[config.mk]
export PLATFORM = sky130hd
export DESIGN_NAME = dm_arbiter_flat
export DESIGN_NICKNAME = d
export VERILOG_FILES = /design/src/rtl/dm_arbiter_pkg.sv /design/src/rtl/dm_arbiter_if.sv /design/src/rtl/dm_arbiter_rr_arb2.sv /design/src/rtl/dm_arbiter.sv /design/src/flat_wrapper.sv
export SDC_FILE = /design/constraint.sdc
export NUM_CORES = 1
export LEC_CHECK = 0
export BUFFER_PORTS_ARGS = -buffer_cell sky130_fd_sc_hd__buf_2
export CAP_MARGIN = 20
export CORE_MARGIN = 10
export CORE_UTILIZATION = 37
export CTS_CLUSTER_DIAMETER = 50
export CTS_CLUSTER_SIZE = 12
export DETAILED_ROUTE_END_ITERATION = 10
export GPL_ROUTABILITY_DRIVEN = 0
export PLACE_DENSITY = 0.79
export SLEW_MARGIN = 20
export SYNTH_ARGS = -nofsm -noshare
export SYNTH_HDL_FRONTEND = slang
export SYNTH_SLANG_ARGS = --single-unit
[constraint.sdc]
create_clock -name clk -period 1.88 [get_ports clk]
set_clock_uncertainty 0.2 [all_clocks]
set_input_delay 0.094 -clock clk [delete_from_list [all_inputs] [get_ports clk]]
set_output_delay 0.094 -clock clk [all_outputs]
set_load 0.02 [all_outputs]
[src/rtl/dm_arbiter_pkg.sv]
// Shared encodings for the data-memory arbiter: FSM states and requester
// port indices.
package dm_arbiter_pkg;

    typedef enum logic {
        ST_IDLE    = 1'b0,
        ST_RD_WAIT = 1'b1
    } state_e;

    localparam logic PORT_CPU = 1'b0;
    localparam logic PORT_DBG = 1'b1;

    localparam int unsigned REQ_ADDR_W = 32;

    // Index of the port that is not `p`.
    function automatic logic other_port(input logic p);
        return ~p;
    endfunction

endpackage

[src/rtl/dm_arbiter_if.sv]
// Bundle of the two requester handshakes and the single-port memory bus.
// The arbiter uses the slave view; requesters and memory use the master view.
interface dm_arbiter_if #(
    parameter int ADDR_W = 12,
    parameter int DATA_W = 32
);
    logic              p0_valid;
    logic              p0_we;
    logic [31:0]       p0_addr;
    logic [DATA_W-1:0] p0_wdata;
    logic              p0_ready;
    logic              p0_rvalid;
    logic [DATA_W-1:0] p0_rdata;

    logic              p1_valid;
    logic              p1_we;
    logic [31:0]       p1_addr;
    logic [DATA_W-1:0] p1_wdata;
    logic              p1_ready;
    logic              p1_rvalid;
    logic [DATA_W-1:0] p1_rdata;

    logic [ADDR_W-1:0] mem_addr;
    logic [DATA_W-1:0] mem_data;
    logic              mem_rden;
    logic              mem_wren;
    logic [DATA_W-1:0] mem_q;

    modport slave (
        input  p0_valid, p0_we, p0_addr, p0_wdata,
        input  p1_valid, p1_we, p1_addr, p1_wdata,
        input  mem_q,
        output p0_ready, p0_rvalid, p0_rdata,
        output p1_ready, p1_rvalid, p1_rdata,
        output mem_addr, mem_data, mem_rden, mem_wren
    );

    modport master (
        output p0_valid, p0_we, p0_addr, p0_wdata,
        output p1_valid, p1_we, p1_addr, p1_wdata,
        output mem_q,
        input  p0_ready, p0_rvalid, p0_rdata,
        input  p1_ready, p1_rvalid, p1_rdata,
        input  mem_addr, mem_data, mem_rden, mem_wren
    );

endinterface

[src/rtl/dm_arbiter_rr_arb2.sv]
// Two-requester round-robin grant. On a conflict the port that did not win
// last time is chosen; the winner is remembered whenever a grant is issued.
module dm_arbiter_rr_arb2
    import dm_arbiter_pkg::*;
(
    input  logic       clk,
    input  logic       rst,
    input  logic       en_i,
    input  logic [1:0] req_i,
    output logic [1:0] gnt_o,
    output logic       gnt_idx_o
);

    logic last_q;
    logic last_d;

    // Grant selection and next last-grant value
    always_comb begin
        gnt_o     = 2'b00;
        gnt_idx_o = PORT_CPU;
        if (en_i) begin
            case (req_i)
                2'b01: begin
                    gnt_o     = 2'b01;
                    gnt_idx_o = PORT_CPU;
                end
                2'b10: begin
                    gnt_o     = 2'b10;
                    gnt_idx_o = PORT_DBG;
                end
                2'b11: begin
                    gnt_idx_o = other_port(last_q);
                    gnt_o     = (gnt_idx_o == PORT_DBG) ? 2'b10 : 2'b01;
                end
                default: begin
                    gnt_o     = 2'b00;
                    gnt_idx_o = PORT_CPU;
                end
            endcase
        end else begin
            gnt_o     = 2'b00;
            gnt_idx_o = PORT_CPU;
        end
        last_d = (gnt_o != 2'b00) ? gnt_idx_o : last_q;
    end

    // Last-grant register; resets to DBG so CPU wins the first conflict
    always_ff @(posedge clk or negedge rst) begin
        if (!rst) begin
            last_q <= PORT_DBG;
        end else begin
            last_q <= last_d;
        end
    end

endmodule

[src/rtl/dm_arbiter.sv]
// Data-memory arbiter: shares a single-port synchronous RAM between the CPU
// (port 0) and the debug/loader (port 1), one outstanding read at a time.
module dm_arbiter
    import dm_arbiter_pkg::*;
#(
    parameter int ADDR_W = 12,
    parameter int DATA_W = 32,
    parameter int CNT_W  = 16
) (
    input  logic             clk,
    input  logic             rst,
    dm_arbiter_if.slave      bus,
    output logic [CNT_W-1:0] p0_stall_cnt
);

    state_e            state_q;
    state_e            state_d;
    logic              rd_owner_q;
    logic              rd_owner_d;
    logic              p0_rvalid_q;
    logic              p1_rvalid_q;
    logic [DATA_W-1:0] p0_rdata_q;
    logic [DATA_W-1:0] p1_rdata_q;
    logic [CNT_W-1:0]  stall_q;

    logic [1:0]        gnt_s;
    logic              gnt_idx_s;
    logic              arb_en_s;
    logic              sel_we_s;
    logic              resp_p0_s;
    logic              resp_p1_s;
    logic              stall_inc_s;
    logic              unused_s;

    // Upper requester address bits alias away by truncation.
    assign unused_s = ^{bus.p0_addr[REQ_ADDR_W-1:ADDR_W], bus.p1_addr[REQ_ADDR_W-1:ADDR_W]};

    assign arb_en_s = rst & (state_q == ST_IDLE);

    dm_arbiter_rr_arb2 u_arb (
        .clk       (clk),
        .rst       (rst),
        .en_i      (arb_en_s),
        .req_i     ({bus.p1_valid, bus.p0_valid}),
        .gnt_o     (gnt_s),
        .gnt_idx_o (gnt_idx_s)
    );

    // FSM next state plus memory-bus steering from the granted request
    always_comb begin
        state_d      = state_q;
        rd_owner_d   = rd_owner_q;
        sel_we_s     = 1'b0;
        bus.p0_ready = 1'b0;
        bus.p1_ready = 1'b0;
        bus.mem_addr = {ADDR_W{1'b0}};
        bus.mem_data = {DATA_W{1'b0}};
        bus.mem_rden = 1'b0;
        bus.mem_wren = 1'b0;
        case (state_q)
            ST_IDLE: begin
                if (gnt_s != 2'b00) begin
                    bus.p0_ready = gnt_s[0];
                    bus.p1_ready = gnt_s[1];
                    if (gnt_idx_s == PORT_DBG) begin
                        sel_we_s     = bus.p1_we;
                        bus.mem_addr = bus.p1_addr[ADDR_W-1:0];
                        bus.mem_data = bus.p1_wdata;
                    end else begin
                        sel_we_s     = bus.p0_we;
                        bus.mem_addr = bus.p0_addr[ADDR_W-1:0];
                        bus.mem_data = bus.p0_wdata;
                    end
                    bus.mem_wren = sel_we_s;
                    bus.mem_rden = ~sel_we_s;
                    if (sel_we_s) begin
                        state_d = ST_IDLE;
                    end else begin
                        state_d    = ST_RD_WAIT;
                        rd_owner_d = gnt_idx_s;
                    end
                end else begin
                    state_d = ST_IDLE;
                end
            end
            ST_RD_WAIT: begin
                state_d = ST_IDLE;
            end
            default: begin
                state_d = ST_IDLE;
            end
        endcase
    end

    // Response steering and stall detection
    always_comb begin
        resp_p0_s   = (state_q == ST_RD_WAIT) && (rd_owner_q == PORT_CPU);
        resp_p1_s   = (state_q == ST_RD_WAIT) && (rd_owner_q == PORT_DBG);
        stall_inc_s = bus.p0_valid && !gnt_s[0] && (stall_q != {CNT_W{1'b1}});
    end

    // FSM state and read-owner registers
    always_ff @(posedge clk or negedge rst) begin
        if (!rst) begin
            state_q    <= ST_IDLE;
            rd_owner_q <= PORT_CPU;
        end else begin
            state_q    <= state_d;
            rd_owner_q <= rd_owner_d;
        end
    end

    // Read-data capture; the non-owner port keeps its previous data
    always_ff @(posedge clk or negedge rst) begin
        if (!rst) begin
            p0_rvalid_q <= 1'b0;
            p1_rvalid_q <= 1'b0;
            p0_rdata_q  <= {DATA_W{1'b0}};
            p1_rdata_q  <= {DATA_W{1'b0}};
        end else begin
            p0_rvalid_q <= resp_p0_s;
            p1_rvalid_q <= resp_p1_s;
            if (resp_p0_s) begin
                p0_rdata_q <= bus.mem_q;
            end
            if (resp_p1_s) begin
                p1_rdata_q <= bus.mem_q;
            end
        end
    end

    // Saturating CPU stall counter
    always_ff @(posedge clk or negedge rst) begin
        if (!rst) begin
            stall_q <= {CNT_W{1'b0}};
        end else if (stall_inc_s) begin
            stall_q <= stall_q + {{(CNT_W-1){1'b0}}, 1'b1};
        end
    end

    assign bus.p0_rvalid = p0_rvalid_q;
    assign bus.p1_rvalid = p1_rvalid_q;
    assign bus.p0_rdata  = p0_rdata_q;
    assign bus.p1_rdata  = p1_rdata_q;
    assign p0_stall_cnt  = stall_q;

endmodule
[src/flat_wrapper.sv]
// flat-port wrapper written by rule: the top's interface ports become plain ports
module dm_arbiter_flat import dm_arbiter_pkg::*;
#(
    parameter int ADDR_W = 12,
    parameter int DATA_W = 32,
    parameter int CNT_W  = 16
)
  (clk, rst, p0_stall_cnt, bus_p0_valid, bus_p0_we, bus_p0_addr, bus_p0_wdata, bus_p1_valid, bus_p1_we, bus_p1_addr, bus_p1_wdata, bus_mem_q, bus_p0_ready, bus_p0_rvalid, bus_p0_rdata, bus_p1_ready, bus_p1_rvalid, bus_p1_rdata, bus_mem_addr, bus_mem_data, bus_mem_rden, bus_mem_wren);
  dm_arbiter_if #(.ADDR_W(ADDR_W), .DATA_W(DATA_W)) bus_i ();
  input  logic clk;
  input  logic rst;
  output logic [CNT_W-1:0] p0_stall_cnt;
  input wire logic [$bits(bus_i.p0_valid)-1:0] bus_p0_valid;
  input wire logic [$bits(bus_i.p0_we)-1:0] bus_p0_we;
  input wire logic [$bits(bus_i.p0_addr)-1:0] bus_p0_addr;
  input wire logic [$bits(bus_i.p0_wdata)-1:0] bus_p0_wdata;
  input wire logic [$bits(bus_i.p1_valid)-1:0] bus_p1_valid;
  input wire logic [$bits(bus_i.p1_we)-1:0] bus_p1_we;
  input wire logic [$bits(bus_i.p1_addr)-1:0] bus_p1_addr;
  input wire logic [$bits(bus_i.p1_wdata)-1:0] bus_p1_wdata;
  input wire logic [$bits(bus_i.mem_q)-1:0] bus_mem_q;
  output wire logic [$bits(bus_i.p0_ready)-1:0] bus_p0_ready;
  output wire logic [$bits(bus_i.p0_rvalid)-1:0] bus_p0_rvalid;
  output wire logic [$bits(bus_i.p0_rdata)-1:0] bus_p0_rdata;
  output wire logic [$bits(bus_i.p1_ready)-1:0] bus_p1_ready;
  output wire logic [$bits(bus_i.p1_rvalid)-1:0] bus_p1_rvalid;
  output wire logic [$bits(bus_i.p1_rdata)-1:0] bus_p1_rdata;
  output wire logic [$bits(bus_i.mem_addr)-1:0] bus_mem_addr;
  output wire logic [$bits(bus_i.mem_data)-1:0] bus_mem_data;
  output wire logic [$bits(bus_i.mem_rden)-1:0] bus_mem_rden;
  output wire logic [$bits(bus_i.mem_wren)-1:0] bus_mem_wren;
  assign bus_i.p0_valid = bus_p0_valid;
  assign bus_i.p0_we = bus_p0_we;
  assign bus_i.p0_addr = bus_p0_addr;
  assign bus_i.p0_wdata = bus_p0_wdata;
  assign bus_i.p1_valid = bus_p1_valid;
  assign bus_i.p1_we = bus_p1_we;
  assign bus_i.p1_addr = bus_p1_addr;
  assign bus_i.p1_wdata = bus_p1_wdata;
  assign bus_i.mem_q = bus_mem_q;
  assign bus_p0_ready = bus_i.p0_ready;
  assign bus_p0_rvalid = bus_i.p0_rvalid;
  assign bus_p0_rdata = bus_i.p0_rdata;
  assign bus_p1_ready = bus_i.p1_ready;
  assign bus_p1_rvalid = bus_i.p1_rvalid;
  assign bus_p1_rdata = bus_i.p1_rdata;
  assign bus_mem_addr = bus_i.mem_addr;
  assign bus_mem_data = bus_i.mem_data;
  assign bus_mem_rden = bus_i.mem_rden;
  assign bus_mem_wren = bus_i.mem_wren;
  dm_arbiter #(.ADDR_W(ADDR_W), .DATA_W(DATA_W), .CNT_W(CNT_W)) u_core (.clk(clk), .rst(rst), .bus(bus_i), .p0_stall_cnt(p0_stall_cnt));
endmodule
=== After elaboration in Yosys (flattened, before gate mapping) ===
Cells that the tools add are included.

* Register bits: 85
* Input bits: 166
* Output and inout port bits: 130
* Word-level logic and storage cells: 50

* $add $sub $neg: 1
* Equal/unequal tests: 4
* Muxes and demuxes: 25
* Bitwise logic cells: 5
* Reductions and logical operators: 7

{| class="wikitable"
|+ Operator list
! operator !! count
|-
| 32-bit 2-to-1 mux || 3
|-
| 12-bit 2-to-1 mux || 3
|-
| 16-bit by 1-bit adder with 16-bit output (second input constant) || 1
|-
| 16-bit inequality test (second input constant) || 1
|-
| 1-bit 2-to-1 mux || 14
|-
| 2-bit one-hot mux with 3 select lines || 1
|-
| 2-bit == test (second input constant) || 2
|-
| 1-bit logical AND || 4
|-
| 2-bit 2-to-1 mux || 2
|-
| 1-bit NOT || 4
|-
| 1-bit one-hot mux with 2 select lines || 2
|-
| 3-bit AND reduction || 1
|-
| 2-bit by 1-bit == test with 1-bit output (second input constant) || 1
|-
| 2-bit nonzero test || 1
|-
| 1-bit bitwise AND || 1
|-
| 1-bit zero test || 1
|}

=== Depth between registers and ports, before layout ===
* Word-level depth: 9
* Gate-level depth with buffers: 6
* Mapped depth without buffers: 5

=== Cells and area by module ===
From an unflattened synthesis, not the netlist that was laid out.

* Cells, all modules: 331
* Area, all modules: 4,091.4 sq um

{| class="wikitable"
|+ By module, submodules not included
! module !! instances !! cells an instance !! area an instance (sq um) !! sequential area each (sq um)
|-
| dm_arbiter || 1 || 322 || 4,023.9 || 2,102.0
|-
| dm_arbiter_rr_arb2 || 1 || 9 || 67.6 || 26.3
|}

=== Worst setup path after synthesis ===
Ideal clock, no wire load.

* Path kind: reg-to-reg
* Start: reg u_core.stall_q[0] (netlist: u_core.p0_stall_cnt[0])
* End: reg u_core.stall_q[1] (netlist: u_core.p0_stall_cnt[1])
* Setup time: 125 ps
* Arrival time: 1,615 ps
* Required time: 1,555 ps
* Setup slack: -60 ps
* Cell stages (with the launch flop): 7
* Buffers on the path: 1
* Period minus slack after synthesis: 1,940 ps
* Path through: dfrtp_1 -> ha_1 -> and4_4 -> and4_4 -> buf_6 -> nor2_2 -> mux2_4

* Cells in the longest elaborated chain, start to end: 2
* Elaborated cells on any way between the ends: 3
* Those cells by class: 1 x add/sub; 1 x eq/ne; 1 x reduce/logical

{| class="wikitable"
|+ Ends and longest elaborated chain
! what !! line !! RTL
|-
| from (decl) || dm_arbiter.sv:24 || <nowiki>logic [CNT_W-1:0] stall_q;</nowiki>
|-
| from (signal assigned) || dm_arbiter.sv:135 || <nowiki>stall_q <= {CNT_W{1'b0}};</nowiki>
|-
| from (signal assigned) || dm_arbiter.sv:137 || <nowiki>stall_q <= stall_q + {{(CNT_W-1){1'b0}}, 1'b1};</nowiki>
|-
| branches (longest 2 deep; another with 16-bit by 1-bit adder with 16-bit output) || - ||
|}

Several ways; the timed one is not identified.
A chain may end at the register's enable or synchronous reset.

=== Worst setup path in the final report ===
* Start: reg u_core.u_arb.last_q
* End: out bus_mem_data[28]

* Cells in the longest elaborated chain, start to end: 6
* Elaborated cells on any way between the ends: 10
* Those cells by class: 8 x mux; 1 x bitwise; 1 x reduce/logical

{| class="wikitable"
|+ Ends and longest elaborated chain
! what !! line !! RTL
|-
| from (decl) || dm_arbiter_rr_arb2.sv:14 || <nowiki>logic last_q;</nowiki>
|-
| from (signal assigned) || dm_arbiter_rr_arb2.sv:52 || <nowiki>last_q <= last_d;</nowiki>
|-
| 2-bit 2-to-1 mux / 1-bit NOT (equally long branches) || dm_arbiter_rr_arb2.sv:33, dm_arbiter_pkg.sv:17 ||
|-
| 2-bit one-hot mux with 3 select lines / 1-bit one-hot mux with 2 select lines (equally long branches) || dm_arbiter_rr_arb2.sv:22 || <nowiki>case (req_i)</nowiki>
|-
| 2-bit 2-to-1 mux / 1-bit 2-to-1 mux (equally long branches) || dm_arbiter_rr_arb2.sv:21 || <nowiki>if (en_i) begin</nowiki>
|-
| 2-bit nonzero test / 32-bit 2-to-1 mux (equally long branches) || dm_arbiter.sv:62, dm_arbiter.sv:65 ||
|-
| 32-bit 2-to-1 mux (*) || dm_arbiter.sv:62 || <nowiki>if (gnt_s != 2'b00) begin</nowiki>
|-
| 32-bit 2-to-1 mux (*) || dm_arbiter.sv:60 || <nowiki>case (state_q)</nowiki>
|-
| to (decl) || flat_wrapper.sv:29 || <nowiki>output wire logic [$bits(bus_i.mem_data)-1:0] bus_mem_data;</nowiki>
|}

Mark *: on every way between the ends. The rest lies on a longest branch, timed or not.

==> reports/metrics.yaml <==
status:
  status: "complete, but fails checks"
  violations: "negative setup slack"
routing:
  drt_first_pass_iters: 5
  top_layer_used: "met4"
  vias_per_cell: 5.02
  wl_met2_mm: 8.96
  avgRoutedWirePerCell_um: 19.8
  antenna_left: 0
  drc: 0
  wl_met1_mm: 5.71
  wl_met3_mm: 1.42
  drtIter0Drc: 246
  routed_wl_mm: 16.7
  vias: 4220
clocking:
  cts_root_buffer: "clkbuf_8"
  cts_tree: "done"
  numCtsBuffers: 9
  clock_latency_ns: 0.35
  path_clk_slew_ns: 0.08
  h-tree-depth: 3
  clock_sinks: 85
  ctsLongestPathBuffers: 2
logic_synthesis:
  ys.flop_type: "dfrtp_1"
  yosysMostFrequentCell: "nand2_1"
  syn-num-nets: 549
  synth_adder_area_share_pct: 0.305
  synthTopCellsByCount: "101 x nand2_1, 84 x dfrtp_1, 65 x mux2_2"
  synth_top_family_by_area: "multiplexers"
  syn_area_per_cell_um2: 10.7
  synth.cell_area_um2: 4110
  synth_warnings: 0
  synth_xor_area_share_pct: 2.56
  synth.area.mux_share_pct: 19.0
  ys_ff_latch: 85
  synth-simple-area-share_pct: 16.7
  synth_compound_gate_area_share_pct: 6.40
  synth_cell_type_count: 37
  synth-edff-count: 0
  synthTopCellsByArea: "dfrtp_1 51%, mux2_2 18%, nand2_1 9.2%"
  async_flop_share_pct: 100
  ys_seq_area_share_pct: 51.8
  synth_top_area_share_pct: 51.2
  synth_top_cell_by_area: "dfrtp_1"
  synthesis.instances: 382
run:
  cap_violations: 0
min_path:
  hold_path_depth: 5
  worstHoldStart: "bus_p0_valid"
  min_path_type: "in -> reg"
  min_to: "u_core.p0_stall_cnt[0]"
sta:
  finalHoldViolCount: 0
  drv_slew: 0
  fin_crit_ns: 2.09
  min_period_over_period_pct: 111
  setup_ws_ns: -0.211
  slew_headroom_pct: 47.0
  tightestPinTransition_ns: 0.795
  finalSetupViolations: 55
  max_freq_ghz: 0.478
  rsz0062_at_grt: "true"
critical_path:
  crit_chain: "nand2_2 > nand3_4 > buf_12 > nand2_1 > a21oi_4 > buf_6"
  cp_slowest_stage_delay_ns: 0.55
  worstSetupEndpointType: "primary output"
  crit_slowest_cell: "dfstp_2"
  critical_path_buf_inv_count: 2
  arrival_ns: 1.80
  r2r_cells: 7
  crit_fanout: 36
  crit_required_ns: 1.59
  path_class: "reg -> out"
  rrSetupSlack_ns: -0.03
  worstReg2RegStart: "u_core.u_arb.last_q"
  cp.depth: 6
  cp-start-kind: "register"
  path_delay_family: "flip-flops"
  r2r_end: "u_core.p0_stall_cnt[3]"
layout:
  final_design_area_no_fill_um2: 6920
  area_growth_syn_to_layout_pct: 68.6
  layout.nets: 863
  finalNonFillerCells: 841
  fillers: 799
  drive_gt1_share_pct: 63.2
  final_util_pct: 63.8
  antennaDiodeCount: 0
power:
  ir_drop_mv: 0.905
  p_int_uw: 4770
  pwr-share-comb_pct: 45.4
  p_switching_uw: 3200
  clock_power_share_pct: 17.2
  total_power_uw: 7970
  power_density_nw_per_um2: 1150
  switching_share_pct: 40.2
  p_leak_uw: 0.00337
  seqPwrFrac_pct: 37.4
global_route:
  antenna_found_initial: 0
  grt_max_degree: 81
  grt_pass1_vias: 4573
  grtUsageTotal_pct: 18.9
  grt_first_pass_wirelength_mm: 24.2
  gr-total-overflow: 0
place:
  io_buffers: 255
  dp_slack_ns: -0.209
  placed_cells: 770
  place_hpwl_mm: 11.4
  placed_area_um2: 5650
floorplanning:
  num_rows: 38
  die_h_um: 125
  io_pins: 296
  die_x_um: 125
  fp.dieArea_um2: 15700
  fp.coreArea_um2: 10800
  floorplan.initialDensity_pct: 37.9
==> per-layer routing <==
layer  track usage, %  vias up
met3             7.14       31
met1             18.2     2041
met5                0        -
met2             34.5      209
li1                 -     1939
met4             9.01        0
==> state kept, by name (all words and copies together), names as in the netlist <==
signal and flops:
u_core.bus.p1_rdata 32, u_core.bus.p1_rvalid 1, u_core.bus.p0_rvalid 1, u_core.u_arb.last_q 1
u_core.state_q 1, u_core.rd_owner_q 1, u_core.p0_stall_cnt 16, u_core.bus.p0_rdata 32
==> worst reg2reg max path: stages (launching register included) <==
cell,delay (ns)
dfstp_2,0.55
buf_4,0.11
and2b_2,0.24
o21ai_4,0.18
buf_12,0.16
buf_8,0.14
nor4b_4,0.05
xor2_1,0.16
==> power groups by stage <==
| stage | clock network, uW | logic, uW | registers, uW |
|---|---|---|---|
| finish | 1370 | 3620 | 2980 |
| global route | 1480 | 3840 | 3070 |
| CTS | 1400 | 3460 | 2960 |
| detailed placement | 0 | 3280 | 2990 |
| global placement | 0 | 3190 | 2910 |
| floorplan | 0 | 1000 | 3830 |
==> repair_timing <==
| item | 4_1_cts | 5_1_grt |
|---|---|---|
| buffers inserted | 5 | 10 |
| endpoints found under the hold margin | 152 | 0 |
| endpoints found under the setup margin | 47 | 62 |
| gates resized for setup | 73 | 73 |
| pin swaps | 4 | 12 |
| hold buffers | 37 | 0 |
| gates cloned | 2 | 2 |
==> layout make-up <==
type,count,area (um2),area share (%)
Sequential cell,85,2130,30.8
Clock inverter,6,75.1,1.08
Tap cell,140,175,2.53
Multi-Input combinational cell,273,2160,31.2
Inverter,3,16.3,0.235
Timing Repair Buffer,324,2220,32.1
Clock buffer,10,138,1.99
==> logic make-up (layout without fill, tap and decap cells) <==
kind of cell | Yosys count | in the layout
AND/OR/NAND/NOR | 140 | 140
buffers and inverters | 26 | 343
flip-flops | 85 | 85
multiplexers | 69 | 69
AO/OA/AOI/OAI | 49 | 51
adder cells (fa/ha/maj) | 1 | 1
XOR/XNOR | 12 | 12
==> metrics by stage <==
stage,TNS [ns],hold WS [ns]
after floorplan,0,-0.402
after global placement,-0.339,-0.273
after detailed placement,-0.380,-0.272
after CTS,-8.32,0.0998
after global routing,-10.90,0.168
final,-6.53,0.169
==> worst max path at each step <==
stage	startpoint	to	slack [ns]
2_1_floorplan	u_core.p0_stall_cnt[0]	u_core.p0_stall_cnt[1]	0.007
3_3_place_gp	u_core.state_q	bus_mem_data[28]	-0.19
3_5_place_dp	u_core.state_q	bus_mem_data[28]	-0.21
4_1_cts	u_core.u_arb.last_q	bus_mem_wren	-0.23
5_1_grt	u_core.u_arb.last_q	bus_mem_addr[5]	-0.27
6_report	u_core.u_arb.last_q	bus_mem_data[28]	-0.21
==> layout by cell type, fill, tap and decap left out, types with 2 or more instances in the layout <==
cell / count
nor4b_4: 3
dlygate4sd3_1: 37
nor2_2: 2
buf_12: 7
mux2_2: 65
buf_6: 26
nand3_1: 4
o21ai_4: 3
dfrtp_1: 80
a21oi_1: 20
mux2_4: 3
nand4_1: 4
buf_8: 2
inv_6: 3
nand2_1: 89
a21oi_2: 22
inv_1: 2
and4_4: 2
nor2b_4: 3
nor3_1: 2
nor4_4: 3
buf_4: 43
xor2_1: 11
a21oi_4: 2
nor3_2: 5
nand2_2: 12
buf_2: 208
and4_1: 2
clkbuf_8: 10
dfrtp_2: 4
(Power assumes the default switching activity.)
